`config.mk`:
```
export PLATFORM = sky130hd
export DESIGN_NAME = apb2_requester
export DESIGN_NICKNAME = d
export VERILOG_FILES = /design/src/rtl/apb2_requester.sv
export SDC_FILE = /design/constraint.sdc
export NUM_CORES = 1
export LEC_CHECK = 0
export CAP_MARGIN = 30
export CORE_ASPECT_RATIO = 2
export CORE_UTILIZATION = 45
export DETAILED_ROUTE_END_ITERATION = 10
export PLACE_DENSITY = 0.95
export SLEW_MARGIN = 40
export SYNTH_ARGS = -nofsm -noshare
export SYNTH_HDL_FRONTEND = slang
export SYNTH_SLANG_ARGS = --single-unit
```
`constraint.sdc`:
```
create_clock -name i_pclk -period 6.7 [get_ports i_pclk]
set_input_delay 2.01 -clock i_pclk [delete_from_list [all_inputs] [get_ports i_pclk]]
set_output_delay 2.01 -clock i_pclk [all_outputs]
set_load 0.02 [all_outputs]
```
`src/rtl/apb2_requester.sv`:
```
// apb2_requester: APB2 initiator turning a single command/response handshake into SETUP/ACCESS transfers
//   i_pclk, i_preset        clock and asynchronous active-high reset
//   i_cmd_* / o_cmd_ready   host command (write, byte address, data, strobes, prot)
//   o_rsp_* / i_rsp_ready   host response (read data, error, timeout cause)
//   o_p* / i_p*             APB2 requester bus
// Misaligned commands are answered with an error without touching the bus;
// a completer that holds pready low for timeout_cycles ACCESS cycles is abandoned.
module apb2_requester #(
    parameter int data_width     = 32,
    parameter int addr_width     = 8,
    parameter int timeout_cycles = 256,
    parameter int timeout_width  = $clog2(timeout_cycles) + 1
) (
    input  logic                    i_pclk,
    input  logic                    i_preset,
    input  logic                    i_cmd_valid,
    output logic                    o_cmd_ready,
    input  logic                    i_cmd_write,
    input  logic [addr_width-1:0]   i_cmd_addr,
    input  logic [data_width-1:0]   i_cmd_wdata,
    input  logic [data_width/8-1:0] i_cmd_strb,
    input  logic [2:0]              i_cmd_prot,
    output logic                    o_rsp_valid,
    input  logic                    i_rsp_ready,
    output logic [data_width-1:0]   o_rsp_rdata,
    output logic                    o_rsp_err,
    output logic                    o_rsp_timeout,
    output logic                    o_psel,
    output logic                    o_penable,
    output logic                    o_pwrite,
    output logic [addr_width-1:0]   o_paddr,
    output logic [data_width-1:0]   o_pwdata,
    output logic [data_width/8-1:0] o_pstrb,
    output logic [2:0]              o_pprot,
    input  logic [data_width-1:0]   i_prdata,
    input  logic                    i_pready,
    input  logic                    i_pslverr
);
    typedef enum logic [1:0] {IDLE, SETUP, ACCESS, RESP} state_t;

    localparam logic [timeout_width-1:0] c_limit = timeout_width'(timeout_cycles - 1);

    state_t                    r_state, w_next;
    logic                      r_cmd_ready, r_rsp_valid, r_rsp_err, r_rsp_timeout;
    logic                      r_psel, r_penable, r_pwrite;
    logic [addr_width-1:0]     r_paddr;
    logic [data_width-1:0]     r_pwdata, r_rsp_rdata;
    logic [data_width/8-1:0]   r_pstrb;
    logic [2:0]                r_pprot;
    logic [timeout_width-1:0]  r_cnt;
    logic                      w_accept, w_misaligned, w_done, w_timeout;

    assign w_accept     = (r_state == IDLE) && i_cmd_valid;
    assign w_misaligned = i_cmd_addr[1:0] != 2'b00;
    assign w_done       = (r_state == ACCESS) && i_pready;
    // pready on the limit cycle is a normal completion, never a timeout
    assign w_timeout    = (r_state == ACCESS) && !i_pready && (r_cnt == c_limit);

    always_comb begin
        w_next = r_state;
        case (r_state)
            IDLE:    w_next = i_cmd_valid ? (w_misaligned ? RESP : SETUP) : IDLE;
            SETUP:   w_next = ACCESS;
            ACCESS:  w_next = (w_done || w_timeout) ? RESP : ACCESS;
            RESP:    w_next = i_rsp_ready ? IDLE : RESP;
            default: w_next = IDLE;
        endcase
    end

    always_ff @(posedge i_pclk or posedge i_preset) begin
        if (i_preset) r_state <= IDLE;
        else          r_state <= w_next;
    end

    // Every interface output is a flop loaded from the next state, so nothing
    // on the APB side reaches the host side combinationally.
    always_ff @(posedge i_pclk or posedge i_preset) begin
        if (i_preset) begin
            r_cmd_ready   <= 1'b1;
            r_rsp_valid   <= 1'b0;
            r_rsp_rdata   <= '0;
            r_rsp_err     <= 1'b0;
            r_rsp_timeout <= 1'b0;
            r_psel        <= 1'b0;
            r_penable     <= 1'b0;
            r_pwrite      <= 1'b0;
            r_paddr       <= '0;
            r_pwdata      <= '0;
            r_pstrb       <= '0;
            r_pprot       <= '0;
            r_cnt         <= '0;
        end else begin
            r_cmd_ready <= w_next == IDLE;
            r_rsp_valid <= w_next == RESP;
            r_psel      <= (w_next == SETUP) || (w_next == ACCESS);
            r_penable   <= w_next == ACCESS;
            // A rejected command leaves the bus outputs untouched
            if (w_accept && !w_misaligned) begin
                r_pwrite <= i_cmd_write;
                r_paddr  <= i_cmd_addr;
                r_pwdata <= i_cmd_wdata;
                r_pstrb  <= i_cmd_write ? i_cmd_strb : '0;
                r_pprot  <= i_cmd_prot;
            end
            if (r_state != ACCESS) r_cnt <= '0;
            else if (!i_pready)    r_cnt <= r_cnt + 1'b1;
            if (w_accept && w_misaligned) begin
                r_rsp_rdata   <= '0;
                r_rsp_err     <= 1'b1;
                r_rsp_timeout <= 1'b0;
            end else if (w_done) begin
                r_rsp_rdata   <= r_pwrite ? '0 : i_prdata;
                r_rsp_err     <= i_pslverr;
                r_rsp_timeout <= 1'b0;
            end else if (w_timeout) begin
                r_rsp_rdata   <= '0;
                r_rsp_err     <= 1'b1;
                r_rsp_timeout <= 1'b1;
            end else if ((r_state == RESP) && i_rsp_ready) begin
                r_rsp_rdata   <= '0;
                r_rsp_err     <= 1'b0;
                r_rsp_timeout <= 1'b0;
            end
        end
    end

    assign o_cmd_ready   = r_cmd_ready;
    assign o_rsp_valid   = r_rsp_valid;
    assign o_rsp_rdata   = r_rsp_rdata;
    assign o_rsp_err     = r_rsp_err;
    assign o_rsp_timeout = r_rsp_timeout;
    assign o_psel        = r_psel;
    assign o_penable     = r_penable;
    assign o_pwrite      = r_pwrite;
    assign o_paddr       = r_paddr;
    assign o_pwdata      = r_pwdata;
    assign o_pstrb       = r_pstrb;
    assign o_pprot       = r_pprot;
endmodule

```
# [Word-level counts from Yosys, hierarchy flattened]
# Cells that the tools add are included.
[word_totals] ff_bits=97 inputBits=86 wordCells=58
[classes] n_addsub=1 eq_ne=9 mux=19 reduce_logical=15
[op_table] cell="2-to-1 mux 32 bit" count=5
[op_table] cell="2-to-1 mux 9 bit" count=2
[op_table] cell="adder 9 x 1 -> 9 bit (second input constant)" count=1
[op_table] cell="== test 9 x 8 -> 1 bit (second input constant)" count=1
[op_table] cell="== test 2 bit (second input constant)" count=4
[op_table] cell="case mux 2 bit (4 select lines)" count=1
[op_table] cell="logical AND 1 bit" count=7
[op_table] cell="2-to-1 mux 1 bit" count=7
[op_table] cell="2-to-1 mux 2 bit" count=3
[op_table] cell="== test 2 x 1 -> 1 bit (second input constant)" count=2
[op_table] cell="zero test 2 bit" count=2
[op_table] cell="2-to-1 mux 4 bit" count=1
[op_table] cell="nonzero test 4 bit" count=1
[op_table] cell="zero test 1 bit" count=2
[op_table] cell="logical OR 1 bit" count=2
[op_table] cell="inequality test 2 x 1 -> 1 bit (second input constant)" count=1
[op_table] cell="inequality test 2 bit (second input constant)" count=1
[op_table] cell="nonzero test 2 bit" count=1

# [Depth between registers and ports, before layout]
[logic_depth] depth_word=8 ltp_mapped=8 mapped_depth_nobuf=7

# [Least setup slack after synthesis]
# No wires, ideal clock.
[synth_timing] path_kind="input to register" from="in i_cmd_valid" to="reg r_psel (netlist: o_psel)" setup_ps=126 t_arrival_ps=3074 setup_slack_ps=3500 stages=4 cell_sequence="or3b_2 > o22ai_1 > inv_1 > ha_1"
[synth_via] elab_chain_len=4 word_cells_on_any_way=5 cone_classes="eq/ne (2); mux (2); reduce/logical (1)"
[synth_lines] element="start: declaration" line_no="16" rtl="input logic i_cmd_valid,"
[synth_lines] element="2-to-1 mux 2 bit *" line_no="62" rtl="IDLE: w_next = i_cmd_valid ? (w_misaligned ? RESP : SETUP) : IDLE;"
[synth_lines] element="case mux 2 bit (4 select lines) *" line_no="61" rtl="case (r_state)"
[synth_lines] element="named net w_next[1]" line_no="43" rtl="state_t r_state, w_next;"
[synth_lines] element="== test 2 x 1 -> 1 bit / == test 2 bit (equally long branches)" line_no="95" rtl="r_psel <= (w_next == SETUP) || (w_next == ACCESS);"
[synth_lines] element="logical OR 1 bit *" line_no="95"
[synth_lines] element="end signal: assignment" line_no="95"
[synth_lines] element="end: declaration" line_no="45" rtl="logic r_psel, r_penable, r_pwrite;"
# The timed path passes the listed nets; every way through them passes the cells marked *.
# A chain may end at the register's enable or synchronous reset.

# [Final worst setup path]
[layout_timing] from="in i_pready" to="reg r_rsp_rdata[17] (netlist: o_rsp_rdata[17])"
[layout_via] elab_chain_len=6 word_cells_on_any_way=8 cone_classes="mux (3); reduce/logical (5)"
[layout_lines] element="start: declaration" line_no="36" rtl="input logic i_pready,"
[layout_lines] element="zero test 1 bit"
[layout_lines] element="logical AND 1 bit (2 in series)" line_no="57" rtl="assign w_timeout = (r_state == ACCESS) && !i_pready && (r_cnt == c_limit);"
[layout_lines] element="2-to-1 mux 32 bit" line_no="115" rtl="end else if (w_timeout) begin"
[layout_lines] element="2-to-1 mux 32 bit" line_no="111" rtl="end else if (w_done) begin"
[layout_lines] element="2-to-1 mux 32 bit" line_no="107" rtl="if (w_accept && w_misaligned) begin"
[layout_lines] element="end signal: assignment" line_no="112" rtl="r_rsp_rdata <= r_pwrite ? '0 : i_prdata;"
[layout_lines] element="end: declaration" line_no="47" rtl="logic [data_width-1:0] r_pwdata, r_rsp_rdata;"
# Several ways; a longest one is shown, not always the timed one.

==> results.md <==
- Status: finished, final reports clean
- WP data arrival: 4.15 ns
- Core box area: 8292 µm²
- Fmax achieved: 258.6 MHz
- # DRC: 0
- TritonRoute pass-1 iters: 4
- Largest net degree at the start of global routing: 56
- Number of global-route vias before repair: 3207
- I/O pins: 172
- Setup TNS: 0 ns
- Area delta synth->final: 53.90%
- Overflow after GRT: 0
- Largest cells by area after synthesis: dfrtp_1, mux2_2, a22o_2
- Classification of the worst setup path: input pin to flop
- # resized after CTS: 0
- DPL Wire Length: 7166 µm
- Reg clk slew, reported paths: 0.07 ns
- Yosys warning total: 0
- CTS root buf: clkbuf_16
- H-Tree Depth: 3
- Synthesized instance count: 266
- Gr usage total: 23.44%
- Setup Skew: 0.009935 ns
- Die area: 8998 µm²
- Die Height: 133.2 µm
- Max-cap violations: 0
- # nets final: 529
- Syn_nets: 357
- First-pass GRT wire length: 15480 µm
- Post-DR wirelength/cell: 17.87 µm
- Placer Congestion: 0.7898
- Crit-path max FO: 16
- Post-synth top cells: dfrtp_1, mux2_2, a22o_2, nor2_1, o21ai_0
- Crit path from: i_pready
- CP startpoint kind: input pin
- Tmin final: 3.867 ns
- Slew headroom: 54.57%
- Post-synth top area cell: dfrtp_1
- Starting Density: 46.67%
- IR drop worst, VDD: 0.2914 mV
- Synth unique cells: 41
- Final Cycle Share: 57.71%
- Initial antenna violation count: 0
- Count leader, synth: dfrtp_1
- Filler Cell Count: 557
- Initial DRC Count: 166
- Cell area after technology mapping: 3870 µm²
- Hold Crit Start: o_paddr[1]
- Syn avg cell area: 14.55 µm²
- Predominant post-synthesis flop cell: dfrtp_1
- Reg2reg start: r_cnt[0]
- Setup crit end kind: flop
- Total clock buffers created by CTS: 9
- Post-route ant nets: 0
- Pwr/cell area: 476.1 nW/µm²
- Top cell type's share of synthesized area: 62.08%
- RSZ-0062 raised after global routing: false
- Ys async rst share: 100.0%
- Clk_lat worst skew: 0.35 ns
- # setup viols final: 0
- Final hold violation count: 0
- Seq/Total Area, Yosys: 62.75%
- # rows: 47
- Layout cells sized above 1: 23.48%
- Post-synth EDFFs: 0
- Vias: 2875
- CTS tree: built
- Seq cells post-synth: 97
- Hold crit path type: flop to flop
- # diodes: 0
- Hold WS: 0.4972 ns
- Post-CTS Hold Buffers: 0
- Sink Count: 97
- Postcts setup bufs: 0
- Leak: 2.618 nW
- Slew @ Worst Pin: 0.6815 ns
- Chip width: 67.58 µm
- Max clock buf depth: 2
- PortBufs: 171
- Max Slew Vio Count: 0
- CP required: 6.99 ns
- Routed WL: 9667 µm
- Via/cell ratio: 5.314
-- worst paths after layout --
kind                                        end  slack [ns]  cells after the start
min in group asynchronous       o_rsp_rdata[16]        2.07                      2
max in group asynchronous            o_pstrb[1]        3.54                      3
worst min register to register       o_paddr[1]        0.50                      1
worst min-delay path                 o_paddr[1]        0.50                      1
worst max-delay path            o_rsp_rdata[17]        2.83                      6
worst max register to register  o_rsp_rdata[17]        4.37                      9
-- cell families (layout without fill, tap and decap cells) --
logic type	count (synthesis)	after routing	synth area share, %
muxes	44	44	12.77
buffers and inverters	19	196	3.588
xor gates and xnor gates	4	4	0.9054
DFF	97	97	62.75
AOI/OAI and AO/OA	57	57	12.32
adders and majority gates	5	5	1.617
and+or+nand+nor	40	40	6.046
-- metrics by stage --
step,std cells,total power [mW],instance area (µm²),util (%),setup WS [ns]
6_report,541,2.835,5956,71.83,2.833
5_1_grt,541,2.973,5956,71.83,2.762
4_1_cts,541,2.857,5956,71.83,2.857
3_5_place_dp,525,2.314,5645,68.09,2.502
3_3_place_gp,521,2.246,5610,67.66,2.325
2_1_floorplan,266,1.663,3870,-,2.158
-- layer usage --
| metal | track usage, % | share of wire (%) | vias up |
|---|---|---|---|
| li1 | - | - | 1306 |
| met1 | 24.28 | 35 | 1417 |
| met2 | 40.15 | 54 | 125 |
| met3 | 7.021 | 6.7 | 27 |
| met4 | 12.88 | 4.2 | 0 |
| met5 | 0 | 0 | - |
-- area by class of cell --
type	instances	area, µm²	area share, %
inverter	4	17.52	0.2941
clock buffer	9	225.2	3.782
tap	98	122.6	2.059
timing repair buffer	176	1749	29.37
multi-input combinational	150	1328	22.29
clock inverter	7	85.08	1.429
sequential	97	2429	40.78
-- layout by cell type (no fill, tap or decap), types with 2 or more instances in the layout --
master,instances
clkinvlp_4,2
inv_8,2
ha_1,5
nand4b_1,2
nand2b_1,3
nand3_1,3
a21oi_1,5
buf_4,5
nor2_1,11
inv_6,2
mux2_2,42
a22o_2,30
xor2_1,3
or3_1,2
nor3b_4,2
o21ai_0,11
a22o_1,2
clkdlybuf4s50_1,171
and2_1,2
o22ai_1,3
nand2_1,7
inv_1,3
dfrtp_1,96
clkbuf_16,9
-- sequential cells by signal, indices dropped and copies added (netlist names) --
name,cells
o_pwdata,32
r_cnt,9
o_pprot,3
o_pstrb,4
o_cmd_ready,1
o_rsp_timeout,1
r_state,2
o_rsp_rdata,32
o_penable,1
o_psel,1
o_pwrite,1
o_rsp_err,1
o_rsp_valid,1
o_paddr,8
-- critical path, stage by stage --
cell	delay [ns]
clkdlybuf4s50_1	0.65
mux2_2	0.42
a221oi_4	0.39
buf_4	0.29
buf_4	0.22
a22o_2	0.15
-- power by group --
group / switching (mW) / internal [mW]
logic: 0.616 / 0.686
registers: 0.157 / 0.843
clock network: 0.237 / 0.297
No activity file was read; power rests on OpenSTA's default activity.
==> edit: new RTL, config.mk and constraints unchanged <==
`data_width`: 32 -> 64.
--- a/src/rtl/apb2_requester.sv
+++ b/src/rtl/apb2_requester.sv
@@ -8,3 +8,3 @@
 module apb2_requester #(
-    parameter int data_width     = 32,
+    parameter int data_width     = 64,
     parameter int addr_width     = 8,
Ports: changed (6 resized); port bits go from 172 to 308. The function was not compared with the original's and may differ.
==> edit against the unedited design <==
- total power grew 72%
- via count grew 65%
- sequential cell count grew 68
- die area grew 61%
- setup slack gained 0.043 ns
- wire length grew 84%
- synthesized area grew 63%
- worst hold slack lost 0.0075 ns
- design area grew 68%
- critical path type unchanged
- critical endpoint is now o_rsp_rdata[31]$_DFFE_PP0P_
- highest routed layer unchanged
==> edit: results (changes against the unedited design) <==
NUMPORTBUFFERS=307  # +80%
TIMING.CRITICAL_PATH.FANOUT_MAX=64  # +48
INITIAL_ANTENNA_VIOLATION_COUNT=0  # unchanged
GP_CONGESTION=0.903  # +14%
STARTING_DRC_COUNT_IN_DETAILED_ROUTING=178  # +7.2%
CTSHTREEMAXLEVEL=4  # +1
VIAS_CELL=5.34  # +0.42%
SYNTHESIS.NETS=577  # +62%
GRT_PASS1_WL_MM=27.0  # +75%
GRT_MAX_DEGREE=116  # +110%
DP_WORST_SETUP_SLACK_NS=2.48  # -0.0221 ns
SYNTH-COMPOUND-AREA-SHARE_PCT=10.8  # -1.5 points
PLACE_AREA_MM2=0.00946  # +68%
WORSTPATHARRIVAL_NS=4.17  # +0.02 ns
NETLIST_TOP_CELLS_COUNT='164 x sky130_fd_sc_hd__dfrtp_1, 74 x sky130_fd_sc_hd__mux2_2, 64 x sky130_fd_sc_hd__a22o_1'
SYNTH_ADDER_AREA_SHARE_PCT=0.994  # -0.62 points
POWER.SHARE.COMBINATIONAL_PCT=46.1  # +0.2 points
CTS-BUFFERS-INSERTED=17  # +8
PLACE_HPWL_MM=13.1  # +83%
DRIVE_ABOVE_1_SHARE_PCT=16.3  # -7.1 points
YOSYSUNIQUECELLTYPES=39  # -4.9%
OUTCOME='completed'
GLOBALROUTETOTALUTIL_PCT=24.9  # +1.4 points
SYNTHFLOPTYPE='sky130_fd_sc_hd__dfrtp_1'
POWER.SWITCHING_W=0.00179  # +77%
YS_TOP_CELLS_BY_AREA='sky130_fd_sc_hd__dfrtp_1 65%, sky130_fd_sc_hd__mux2_2 13%, sky130_fd_sc_hd__a22o_1 8.9%'
MET1_USAGE_PCT=26.3  # +2.0 points
DRT_PASS1_ITERATIONS=5  # +1
VIAS_IN_THE_FIRST_GLOBAL_ROUTE=5143  # +60%
DP.CELLS=858  # +63%
CELLLEAKAGEPOWER_nW=4.47  # +71%
REGISTER_AREA_SHARE_AFTER_SYNTHESIS_PCT=65.6  # +2.9 points
FINALNETCOUNT=881  # +67%
SEQPWRFRAC_PCT=35.6  # +0.3 points
WORST_R2R_PATH_DEPTH=8  # -1
FINALWIRELENGTH_MM=17.8  # +84%
PEAKVDDDROP_V=0.000348  # +19%
P_INT_W=0.00310  # +70%
SLEW-LIMIT-HEADROOM_PCT=55.6  # +1.0 points
SYNTH.AREA.MUX_SHARE_PCT=15.1  # +2.3 points
YOSYS.AREA_SHARE.XOR_XNOR_PCT=0.557  # -0.35 points
STDCELL_COUNT=889  # +64%
GR-USAGE-MET2_PCT=45.3  # +5.1 points
GRT_USE_MET3_PCT=6.03  # -0.99 points
SYNTH_CELLS=418  # +57%
CP_SLOWEST_STAGE_DELAY_NS=0.62  # -0.03 ns
==> edit: cell type report <==
cell class,count,area [um^2]
Sequential cell,165,4130
Fill cell,822,3500
Timing Repair Buffer,312,3120
Multi-Input combinational cell,216,1970
Clock buffer,19,443
Tap cell,155,194
Clock inverter,12,96.3
Inverter,10,50.0
==> edit: final timing paths <==
| kind | from | slack, ns | end |
|---|---|---|---|
| setup / recovery | i_pready | 2.88 | o_rsp_rdata[31]$_DFFE_PP0P_ |
| max in group asynchronous | i_preset | 3.50 | o_pwdata[32]$_DFFE_PP0P_ |
| hold / removal | o_paddr[0]$_DFFE_PP0P_ | 0.49 | o_paddr[0]$_DFFE_PP0P_ |
| hold reg to reg | o_paddr[0]$_DFFE_PP0P_ | 0.49 | o_paddr[0]$_DFFE_PP0P_ |
| min in group asynchronous | i_preset | 2.05 | o_rsp_rdata[48]$_DFFE_PP0P_ |
| setup reg to reg | r_cnt[0]$_DFFE_PP0P_ | 4.34 | o_rsp_rdata[31]$_DFFE_PP0P_ |
==> edit: worst reg2reg max path, stage by stage (launching register included) <==
cell and delay (ns):
sky130_fd_sc_hd__dfrtp_1 0.41, sky130_fd_sc_hd__ha_1 0.25, sky130_fd_sc_hd__nand3_1 0.08, sky130_fd_sc_hd__nor3_1 0.05, sky130_fd_sc_hd__ha_1 0.21, sky130_fd_sc_hd__and4bb_2 0.27, sky130_fd_sc_hd__a221oi_4 0.18, sky130_fd_sc_hd__buf_4 0.58
sky130_fd_sc_hd__a22o_1 0.28
==> edit: routing by layer <==
metal | up-vias | routed length (um)
li1 | 2109 | -
met1 | 2314 | 6190
met2 | 262 | 9720
met3 | 59 | 1090
met4 | 0 | 802
met5 | - | 0
